<file path="config.mk">
export PLATFORM = sky130hd
export DESIGN_NAME = fifo_fwft_ctl_flat
export DESIGN_NICKNAME = d
export VERILOG_FILES = /design/src/rtl/fifo_pkg.sv /design/src/rtl/fifo_fwft_ctl_if.sv /design/src/rtl/fifo_sdp_ram.sv /design/src/rtl/fifo_fwft_ctl.sv /design/src/flat_wrapper.sv
export SDC_FILE = /design/constraint.sdc
export NUM_CORES = 1
export LEC_CHECK = 0
export CAP_MARGIN = 20
export CORE_MARGIN = 2
export CORE_UTILIZATION = 60
export DETAILED_ROUTE_END_ITERATION = 16
export PLACE_DENSITY = 0.79
export SETUP_SLACK_MARGIN = 0.3
export SYNTH_ARGS = -nofsm -noshare
export SYNTH_HDL_FRONTEND = slang
export SYNTH_SLANG_ARGS = --single-unit
</file>
<file path="constraint.sdc">
create_clock -name clk -period 3.7 [get_ports clk]
set_input_delay 0.74 -clock clk [delete_from_list [all_inputs] [get_ports clk]]
set_output_delay 0.74 -clock clk [all_outputs]
set_load 0.005 [all_outputs]
</file>
<file path="src/rtl/fifo_pkg.sv">
// Shared constants, helper functions and types for the FWFT FIFO family.
package fifo_pkg;

    localparam int unsigned DEF_DATA_WIDTH  = 16;
    localparam int unsigned DEF_DEPTH_WIDTH = 4;

    typedef enum logic {
        HEAD_EMPTY = 1'b0,
        HEAD_VALID = 1'b1
    } head_state_t;

    function automatic int unsigned clog2(input int unsigned value);
        int unsigned width;
        width = 0;
        while ((64'd1 << width) < 64'(value)) width++;
        return width;
    endfunction

    // Level must represent 0..DEPTH inclusive, hence one bit wider than the pointers.
    function automatic int unsigned level_width(input int unsigned depth_width);
        return clog2((32'd1 << depth_width) + 32'd1);
    endfunction

endpackage

</file>
<file path="src/rtl/fifo_fwft_ctl_if.sv">
// Producer/consumer handshake bundle for fifo_fwft_ctl.
interface fifo_fwft_ctl_if
    import fifo_pkg::*;
#(
    parameter int unsigned DATA_WIDTH  = DEF_DATA_WIDTH,
    parameter int unsigned DEPTH_WIDTH = DEF_DEPTH_WIDTH
);
    localparam int unsigned LW = level_width(DEPTH_WIDTH);

    logic                  flush;
    logic [DATA_WIDTH-1:0] din;
    logic                  wr_en;
    logic                  full;
    logic                  almost_full;
    logic [DATA_WIDTH-1:0] dout;
    logic                  rd_en;
    logic                  empty;
    logic                  almost_empty;
    logic [LW-1:0]         level;
    logic                  overflow;
    logic                  underflow;

    modport master (
        output flush, din, wr_en, rd_en,
        input  full, almost_full, dout, empty, almost_empty, level, overflow, underflow
    );

    modport slave (
        input  flush, din, wr_en, rd_en,
        output full, almost_full, dout, empty, almost_empty, level, overflow, underflow
    );

endinterface

</file>
<file path="src/rtl/fifo_sdp_ram.sv">
// Simple dual-port storage: synchronous write, registered read with enable.
module fifo_sdp_ram #(
    parameter int unsigned DATA_WIDTH = 16,
    parameter int unsigned ADDR_WIDTH = 4
) (
    input  logic                  clk,
    input  logic                  rst,
    input  logic                  wr_en,
    input  logic [ADDR_WIDTH-1:0] wr_addr,
    input  logic [DATA_WIDTH-1:0] wr_data,
    input  logic                  rd_en,
    input  logic [ADDR_WIDTH-1:0] rd_addr,
    output logic [DATA_WIDTH-1:0] rd_data
);

    logic [DATA_WIDTH-1:0] mem [2**ADDR_WIDTH];

    always_ff @(posedge clk) begin
        if (wr_en) mem[wr_addr] <= wr_data;
    end

    // Only the read register is reset; it doubles as the FIFO head register.
    always_ff @(posedge clk or negedge rst) begin
        if (!rst)       rd_data <= '0;
        else if (rd_en) rd_data <= mem[rd_addr];
    end

endmodule

</file>
<file path="src/rtl/fifo_fwft_ctl.sv">
// First-word-fall-through FIFO controller with level, thresholds, flush and sticky errors.
module fifo_fwft_ctl
    import fifo_pkg::*;
#(
    parameter int unsigned DATA_WIDTH  = DEF_DATA_WIDTH,
    parameter int unsigned DEPTH_WIDTH = DEF_DEPTH_WIDTH,
    parameter int unsigned AF_THR      = 2**DEPTH_WIDTH - 2,
    parameter int unsigned AE_THR      = 2
) (
    input  logic           clk,
    input  logic           rst,
    fifo_fwft_ctl_if.slave bus
);

    localparam int unsigned   LW      = level_width(DEPTH_WIDTH);
    localparam int unsigned   DEPTH   = 2**DEPTH_WIDTH;
    localparam logic [LW-1:0] DEPTH_L = LW'(DEPTH);
    localparam logic [LW-1:0] AF_L    = LW'(AF_THR);
    localparam logic [LW-1:0] AE_L    = LW'(AE_THR);

    logic [DEPTH_WIDTH-1:0] wr_ptr, wr_ptr_nxt;
    logic [DEPTH_WIDTH-1:0] rd_ptr, rd_ptr_nxt;
    logic [LW-1:0]          level_q, level_nxt;
    logic [LW-1:0]          mem_cnt;
    head_state_t            head_q, head_nxt;
    logic                   ovf_q, ovf_nxt;
    logic                   udf_q, udf_nxt;
    logic                   full_w, empty_w;
    logic                   wr_acc, rd_acc, load;

    assign full_w  = (level_q == DEPTH_L);
    assign empty_w = (head_q == HEAD_EMPTY);
    // Words held in memory behind the head; all were written at an earlier edge.
    assign mem_cnt = level_q - LW'(head_q == HEAD_VALID);

    always_comb begin
        wr_acc     = bus.wr_en & ~full_w & ~bus.flush;
        rd_acc     = bus.rd_en & ~empty_w & ~bus.flush;
        load       = (mem_cnt != '0) & (empty_w | rd_acc) & ~bus.flush;
        wr_ptr_nxt = wr_ptr;
        rd_ptr_nxt = rd_ptr;
        level_nxt  = level_q;
        head_nxt   = head_q;
        ovf_nxt    = ovf_q;
        udf_nxt    = udf_q;
        if (bus.flush) begin
            wr_ptr_nxt = '0;
            rd_ptr_nxt = '0;
            level_nxt  = '0;
            head_nxt   = HEAD_EMPTY;
            ovf_nxt    = 1'b0;
            udf_nxt    = 1'b0;
        end else begin
            wr_ptr_nxt = wr_ptr + DEPTH_WIDTH'(wr_acc);
            rd_ptr_nxt = rd_ptr + DEPTH_WIDTH'(load);
            level_nxt  = level_q + LW'(wr_acc) - LW'(rd_acc);
            if (load)        head_nxt = HEAD_VALID;
            else if (rd_acc) head_nxt = HEAD_EMPTY;
            ovf_nxt = ovf_q | (bus.wr_en & full_w);
            udf_nxt = udf_q | (bus.rd_en & empty_w);
        end
    end

    always_ff @(posedge clk or negedge rst) begin
        if (!rst) begin
            wr_ptr  <= '0;
            rd_ptr  <= '0;
            level_q <= '0;
            head_q  <= HEAD_EMPTY;
            ovf_q   <= 1'b0;
            udf_q   <= 1'b0;
        end else begin
            wr_ptr  <= wr_ptr_nxt;
            rd_ptr  <= rd_ptr_nxt;
            level_q <= level_nxt;
            head_q  <= head_nxt;
            ovf_q   <= ovf_nxt;
            udf_q   <= udf_nxt;
        end
    end

    fifo_sdp_ram #(
        .DATA_WIDTH (DATA_WIDTH),
        .ADDR_WIDTH (DEPTH_WIDTH)
    ) u_ram (
        .clk     (clk),
        .rst     (rst),
        .wr_en   (wr_acc),
        .wr_addr (wr_ptr),
        .wr_data (bus.din),
        .rd_en   (load),
        .rd_addr (rd_ptr),
        .rd_data (bus.dout)
    );

    assign bus.full         = full_w;
    assign bus.almost_full  = (level_q >= AF_L);
    assign bus.almost_empty = (level_q <= AE_L);
    assign bus.empty        = empty_w;
    assign bus.level        = level_q;
    assign bus.overflow     = ovf_q;
    assign bus.underflow    = udf_q;

endmodule

</file>
<file path="src/flat_wrapper.sv">
// flat-port wrapper written by rule: the top's interface ports become plain ports
module fifo_fwft_ctl_flat import fifo_pkg::*;
#(
    parameter int unsigned DATA_WIDTH  = DEF_DATA_WIDTH,
    parameter int unsigned DEPTH_WIDTH = DEF_DEPTH_WIDTH,
    parameter int unsigned AF_THR      = 2**DEPTH_WIDTH - 2,
    parameter int unsigned AE_THR      = 2
)
  (clk, rst, bus_flush, bus_din, bus_wr_en, bus_rd_en, bus_full, bus_almost_full, bus_dout, bus_empty, bus_almost_empty, bus_level, bus_overflow, bus_underflow);
  fifo_fwft_ctl_if #(.DATA_WIDTH(DATA_WIDTH), .DEPTH_WIDTH(DEPTH_WIDTH)) bus_i ();
  input  logic clk;
  input  logic rst;
  input wire logic [$bits(bus_i.flush)-1:0] bus_flush;
  input wire logic [$bits(bus_i.din)-1:0] bus_din;
  input wire logic [$bits(bus_i.wr_en)-1:0] bus_wr_en;
  input wire logic [$bits(bus_i.rd_en)-1:0] bus_rd_en;
  output wire logic [$bits(bus_i.full)-1:0] bus_full;
  output wire logic [$bits(bus_i.almost_full)-1:0] bus_almost_full;
  output wire logic [$bits(bus_i.dout)-1:0] bus_dout;
  output wire logic [$bits(bus_i.empty)-1:0] bus_empty;
  output wire logic [$bits(bus_i.almost_empty)-1:0] bus_almost_empty;
  output wire logic [$bits(bus_i.level)-1:0] bus_level;
  output wire logic [$bits(bus_i.overflow)-1:0] bus_overflow;
  output wire logic [$bits(bus_i.underflow)-1:0] bus_underflow;
  assign bus_i.flush = bus_flush;
  assign bus_i.din = bus_din;
  assign bus_i.wr_en = bus_wr_en;
  assign bus_i.rd_en = bus_rd_en;
  assign bus_full = bus_i.full;
  assign bus_almost_full = bus_i.almost_full;
  assign bus_dout = bus_i.dout;
  assign bus_empty = bus_i.empty;
  assign bus_almost_empty = bus_i.almost_empty;
  assign bus_level = bus_i.level;
  assign bus_overflow = bus_i.overflow;
  assign bus_underflow = bus_i.underflow;
  fifo_fwft_ctl #(.DATA_WIDTH(DATA_WIDTH), .DEPTH_WIDTH(DEPTH_WIDTH), .AF_THR(AF_THR), .AE_THR(AE_THR)) u_core (.clk(clk), .rst(rst), .bus(bus_i));
endmodule
</file>
==> results of run 1 <==
flip-flops by register name (all words and copies together), names as in the netlist:
register,count
u_core.bus.level,5
u_core.bus.overflow,1
u_core.bus.underflow,1
u_core.head_q,1
u_core.rd_ptr,4
u_core.u_ram.mem,256
u_core.u_ram.rd_data,16
u_core.wr_ptr,4
worst paths after layout:
kind                            slack [ns]  depth (start not counted)           startpoint                       end
worst min register to register        0.51                          2  u_core.bus.overflow       u_core.bus.overflow
max in group asynchronous             2.79                          1                  rst          u_core.rd_ptr[0]
worst max register to register        0.65                         11  u_core.bus.level[2]       u_core.bus.level[4]
worst max-delay path                  0.46                          5  u_core.bus.level[2]                  bus_full
worst min-delay path                  0.31                          1                  rst  u_core.u_ram.rd_data[12]
min in group clk                      0.51                          2  u_core.bus.overflow       u_core.bus.overflow
kinds of logic (layout without fill, tap and decap cells):
logic type / count (synthesis) / count (layout)
flops: 288 / 288
mux: 80 / 80
simple gates: 74 / 74
compound gates: 43 / 43
buf+inv: 37 / 145
fa+ha+maj: 18 / 18
xor+xnor: 9 / 9
cell type report:
| class | count | area [um^2] | area share [%] |
|---|---|---|---|
| clock buffers | 38 | 830 | 6.26 |
| clock inverters | 14 | 170 | 1.28 |
| inverters | 11 | 41.3 | 0.312 |
| multi-input cells | 224 | 2670 | 20.1 |
| flip-flops and latches | 288 | 8490 | 64.1 |
| well taps | 234 | 293 | 2.21 |
| repair buffers | 82 | 753 | 5.69 |
per-layer routing:
metal | up-vias | part of all wire [%] | track usage (%) | wire [um]
met5 | - | 0 | 0 | 0
met4 | 0 | 2.9 | 8.42 | 690
met3 | 50 | 8.1 | 3.75 | 1940
met2 | 322 | 49 | 39.3 | 11900
met1 | 2966 | 40 | 35.6 | 9490
li1 | 2388 | - | - | -
placed cells by master, fill, tap and decap left out, drive strengths merged:
cell,n
edfxtp,256
mux4,64
clkdlybuf4s50,46
clkbuf,38
buf,36
a22oi,32
dfrtp,32
nor2,25
nand2,21
ha,17
mux2,16
inv,11
nor2b,9
clkinv,9
xnor2,6
a21oi,5
nand2b,4
nor3,4
bufinv,4
xor2,3
nand3,3
o21ai,3
nand3b,2
nor4,1
nor3b,1
and3,1
a31oi,1
or3b,1
o41ai,1
or3,1
and2,1
a41oi,1
fa,1
clkinvlp,1
where the power goes:
part | internal, uW | leakage, uW | switching [uW]
Sequential | 3700 | 0.00270 | 196
Clock | 1840 | 0.000497 | 1160
Combinational | 957 | 0.00128 | 680
worst max-delay path, delay by kind of cell, from the launching register on:
kind | cells | cell delay, ns
adders and majority gates | 1 | 0.17
buffers and inverters | 3 | 0.84
DFF | 1 | 0.43
and+or+nand+nor | 1 | 0.52
through the flow:
step / hold WS, ns / cell area (um^2) / util (%)
final: 0.306 / 13200 / 71.1
after global routing: 0.354 / 13200 / 71.1
after CTS: 0.324 / 13200 / 71.1
after detailed placement: 0.497 / 12200 / 65.7
after global placement: 0.491 / 12200 / 65.7
after floorplan: 0.444 / 11300 / -
==> summary.txt, run 1 <==
post-synth top area share -> 67.8%
largest net degree at the start of global routing -> 35
sequential area share after synthesis -> 74.9%
CTS resizes -> 0
Via Count -> 5726
worst setup path class -> flop to output pin
# DRC -> 0
Via density -> 6.43
Primary FF master, synth -> edfxtp_1
Critical Path Fanout Max -> 5
Slew headroom -> 33.5%
critical path cell sequence -> inv_1 -> ha_1 -> inv_1 -> nor4_1 -> clkdlybuf4s50_1
CTS H-tree lvls -> 1
maxcap violations -> 0
P&R area growth vs syn -> 16.9%
worst path arrival time -> 2.50 ns
Total Power -> 8530 uW
Core Area -> 0.0186 mm^2
Post-Synth Adder-Cell Area -> 2.05%
Placer Congestion -> 0.812
fillcell total -> 1070
quantity of I/O buffers inserted on ports -> 47
Cells after DPL -> 839
Compound-Gate Fraction of Synth Area -> 2.82%
vias in the first global route -> 5909
WL final -> 24.0 mm
Setup Buffers After CTS -> 0
DP Worst Slack -> 0.623 ns
clock skew -> 0.00997 ns
FMAX -> 309 MHz
Final Hold Fails -> 0
post-layout instance count excluding filler cells -> 891
crit path time final -> 3.24 ns
initial antenna violation count -> 0
Syn Nets -> 588
simple-gate share of the synthesized area -> 3.09%
PD cells -> 644 mW/mm^2
die width -> 141 um
CTS Root Cell -> clkbuf_16
required time worst endpoint -> 2.96 ns
DRT Pass-1 Iters -> 5
CTS tree -> done
CTS buffer count -> 28
post-route ant nets -> 0
Post-Syn Area -> 0.0113 mm^2
top-count cell post-synth -> edfxtp_1
Fin Setup TNS -> 0 ns
number of antenna repair diodes -> 0
Initial Util -> 60.8%
Synth area leaders -> edfxtp_1, mux4_2, dfrtp_1
Synth area leader -> edfxtp_1
clock slew at reported path FFs -> 0.07 ns
outcome -> finished clean
Clk Latency, worst-skew pair -> 0.54 ns
most used cell, CP -> inv_1
RSZ-0062 raised after global routing -> false
VDD IR max -> 421 uV
Setup crit start kind -> flop
Post-DP HPWL -> 13.9 mm
worst setup margin -> 0.460 ns
maximum buffer depth of the clock tree -> 3
Detailed Route Iter0 Violations -> 648
die height -> 141 um
fraction of layout cells with a size suffix above 1 -> 26.5%
Post-synth EDFFs -> 256
Slew Viols, Final -> 0
number of clock sinks -> 288
crit share post-route -> 87.6%
endpoints failing setup -> 0
first-pass GRT wire length -> 35.6 mm
synth warn -> 0
Crit-path slowest cell -> clkdlybuf4s50_1
DIE AREA -> 0.0200 mm^2
Leak -> 0.00448 uW
post-synthesis register bit count -> 288
Mapped Cells -> 549
CP Capture Type -> output pin
main combinational cell family by area after synthesis -> multiplexers
Hold WC Path Type -> input pin to async pin
post-synthesis mux area share -> 14.7%
nets -> 674
DR WL/cell -> 26.9 um
xor and xnor area share after synthesis -> 0.696%
Post-synth ARST share -> 11.1%
Hold Buf Count CTS -> 0
worst-margin pin slew -> 0.997 ns
Syn Area/Cell -> 20.6 um^2
Total GRT Usage -> 24.6%
Rows -> 50
grt ovf -> 0
most instantiated cells after synthesis -> edfxtp_1, mux4_2, a22oi_1, dfrtp_1, nor2_1
post-synth cell types -> 35
IO Pins -> 48
crit-path max cell delay -> 0.62 ns
(Power assumes the default switching activity.)
==> run 2: changes to the inputs <==
--- a/config.mk
+++ b/config.mk
@@ -7,9 +7,9 @@
 export LEC_CHECK = 0
 export CAP_MARGIN = 20
 export CORE_MARGIN = 2
-export CORE_UTILIZATION = 60
+export CORE_UTILIZATION = 54
 export DETAILED_ROUTE_END_ITERATION = 16
-export PLACE_DENSITY = 0.79
+export PLACE_DENSITY = 0.75
 export SETUP_SLACK_MARGIN = 0.3
 export SYNTH_ARGS = -nofsm -noshare
 export SYNTH_HDL_FRONTEND = slang
==> constraint.sdc (replaced) <==
create_clock -name clk -period 2.95 [get_ports clk]
set_input_delay 0.59 -clock clk [delete_from_list [all_inputs] [get_ports clk]]
set_output_delay 0.59 -clock clk [all_outputs]
set_load 0.005 [all_outputs]
==> run 2 against run 1 <==
  * Critical path depth is 6 higher
  * Register-to-register slack worse by 0.24 ns
  * Clock skew rose by 0.0055 ns
  * Cell area up 2.2%
  * Sequential power up 24%
  * Sequential share of layout area fell by 1.4 points
  * Clock power up 34%
  * Die area is 11% higher
  * Cell count is 5.4% higher
  * Combinational power rose by 37%
  * Largest cell class unchanged
  * Largest power group unchanged
  * Highest routed layer unchanged
==> summary.txt, run 2 (same netlist as run 1, synthesis figures left out) <==
multi-input logic area -> 0.00271 mm^2
clock skew -> 0.0155 ns
Critical Path Fanout Max -> 5
post-layout instance count excluding filler cells -> 939
nets -> 686
required time worst endpoint -> 3.41 ns
die width -> 149 um
grt ovf -> 0
Top reg by flops -> u_core.u_ram.mem
number of clock sinks -> 288
DP Worst Slack -> -0.130 ns
Post-DP HPWL -> 14.0 mm
Clk Latency, worst-skew pair -> 0.55 ns
# DRC -> 0
Cells after DPL -> 881
RSZ-0062 raised after global routing -> false
largest net degree at the start of global routing -> 67
Slew Viols, Final -> 0
vias in the first global route -> 6017
die height -> 149 um
post-route ant nets -> 0
Rows -> 52
worst setup path class -> flop to flop
fraction of layout cells with a size suffix above 1 -> 29.3%
CP Capture Type -> flop
CTS Root Cell -> clkbuf_16
endpoints failing setup -> 0
Fin Setup TNS -> 0 ns
Comb pwr share -> 20.3%
WL final -> 24.3 mm
max reg flops -> 256
Clock Power Share -> 36.2%
Seq pwr share -> 43.5%
Slew headroom -> 32.7%
maxcap violations -> 0
cell-internal power -> 8440 uW
crit share post-route -> 86.2%
crit path time final -> 2.54 ns
outcome -> finished clean
Seq. cell area -> 0.00850 mm^2
VDD IR max -> 538 uV
worst path arrival time -> 3.01 ns
Total GRT Usage -> 22.9%
DP Area -> 0.0124 mm^2
fillcell total -> 1299
quantity of I/O buffers inserted on ports -> 47
initial antenna violation count -> 0
maximum buffer depth of the clock tree -> 3
clock slew at reported path FFs -> 0.06 ns
worst setup margin -> 0.406 ns
P&R area growth vs syn -> 19.5%
Via Count -> 5756
number of antenna repair diodes -> 0
sw frac -> 23.8%
Initial Util -> 55.5%
DR WL/cell -> 25.9 um
Final Hold Fails -> 0
FMAX -> 393 MHz
PD cells -> 818 mW/mm^2
Finished Core Util -> 66.3%
Placer Congestion -> 0.834
DRT Pass-1 Iters -> 5
Post-Layout Inst Area -> 0.0135 mm^2
DIE AREA -> 0.0222 mm^2
Core Area -> 0.0204 mm^2
IO Pins -> 48
Detailed Route Iter0 Violations -> 727
worst-margin pin slew -> 1.01 ns
P_sw -> 2640 uW
Via density -> 6.13
CTS H-tree lvls -> 1
first-pass GRT wire length -> 36.9 mm
most common cell after layout, fill and taps aside -> edfxtp_1
CTS buffer count -> 28
Setup crit start kind -> flop
Leak -> 0.00457 uW
CTS tree -> done
Hold WC Path Type -> input pin to async pin
most frequent cells in the layout -> edfxtp_1, mux4_2, clkdlybuf4s50_1
## run 2: cell count changes in the layout (fill, tap and decap cells not counted), moves of 2 or more
cell	before	now
clkdlybuf4s50_1	46	44
bufinv_16	4	7
inv_2	0	2
buf_4	33	41
dfrtp_1	30	28
clkinv_2	7	5
inv_1	11	8
buf_12	2	6
dfrtp_2	1	3
clkbuf_8	7	4
dlygate4sd2_1	0	2
## run 2: path summary, 6_finish.rpt
kind                       slack (ns)  cells past startpoint                  endpoint                startpoint
setup / recovery                 0.41                     11       u_core.bus.level[4]       u_core.bus.level[3]
hold / removal                   0.14                      1  u_core.u_ram.rd_data[11]                       rst
setup reg to reg                 0.41                     11       u_core.bus.level[4]       u_core.bus.level[3]
hold reg to reg                  0.51                      1  u_core.u_ram.rd_data[10]  u_core.u_ram.rd_data[10]
max in group asynchronous        2.18                      1          u_core.rd_ptr[0]                       rst
min in group clk                 0.51                      1  u_core.u_ram.rd_data[10]  u_core.u_ram.rd_data[10]
## run 2: final cells by class
type	instances	area share, %
tap	270	2.50
sequential	288	62.7
clock buffer	36	5.85
clock inverter	16	1.97
timing repair buffer	94	6.58
multi-input combinational	224	20.0
inverter	11	0.323
## run 2: critical path, cell delays in order (launching register included)
cell	delay [ns]
dfrtp_1	0.40
inv_2	0.11
ha_1	0.17
inv_2	0.06
nor4_4	0.39
nor3b_4	0.11
ha_2	0.22
fa_2	0.37
a21oi_2	0.14
nor2_1	0.06
or3_1	0.30
a21oi_1	0.14
## run 2: through the flow
| step | power [uW] | hold slack, ns |
|---|---|---|
| after floorplan | 6300 | 0.294 |
| after global placement | 7010 | 0.480 |
| after detailed placement | 7080 | 0.488 |
| after CTS | 11100 | 0.177 |
| after global routing | 11500 | 0.202 |
| final | 11100 | 0.143 |
## run 2: routing by layer
metal / vias to the layer above / track usage, % / routed length (um)
li1: 2418 / - / -
met1: 2996 / 31.0 / 9310
met2: 298 / 37.8 / 12200
met3: 44 / 5.20 / 2240
met4: 0 / 6.71 / 579
met5: - / 0 / 0
## run 2: timing repair
action,4_1_cts,5_1_grt
pin swaps,0,4
hold buffers,0,0
gates resized for setup,10,5
endpoints found under the setup margin,23,27
buffers inserted,0,6
## run 2: power by group through the flow
| stage | Combinational (uW) | Sequential [uW] | Clock (uW) |
|---|---|---|---|
| after detailed placement | 2180 | 4890 | 0 |
| after CTS | 2220 | 4820 | 4060 |
| after global placement | 2130 | 4880 | 0 |
| final | 2250 | 4820 | 4010 |
| after global routing | 2440 | 4850 | 4210 |
| after floorplan | 1470 | 4830 | 0 |
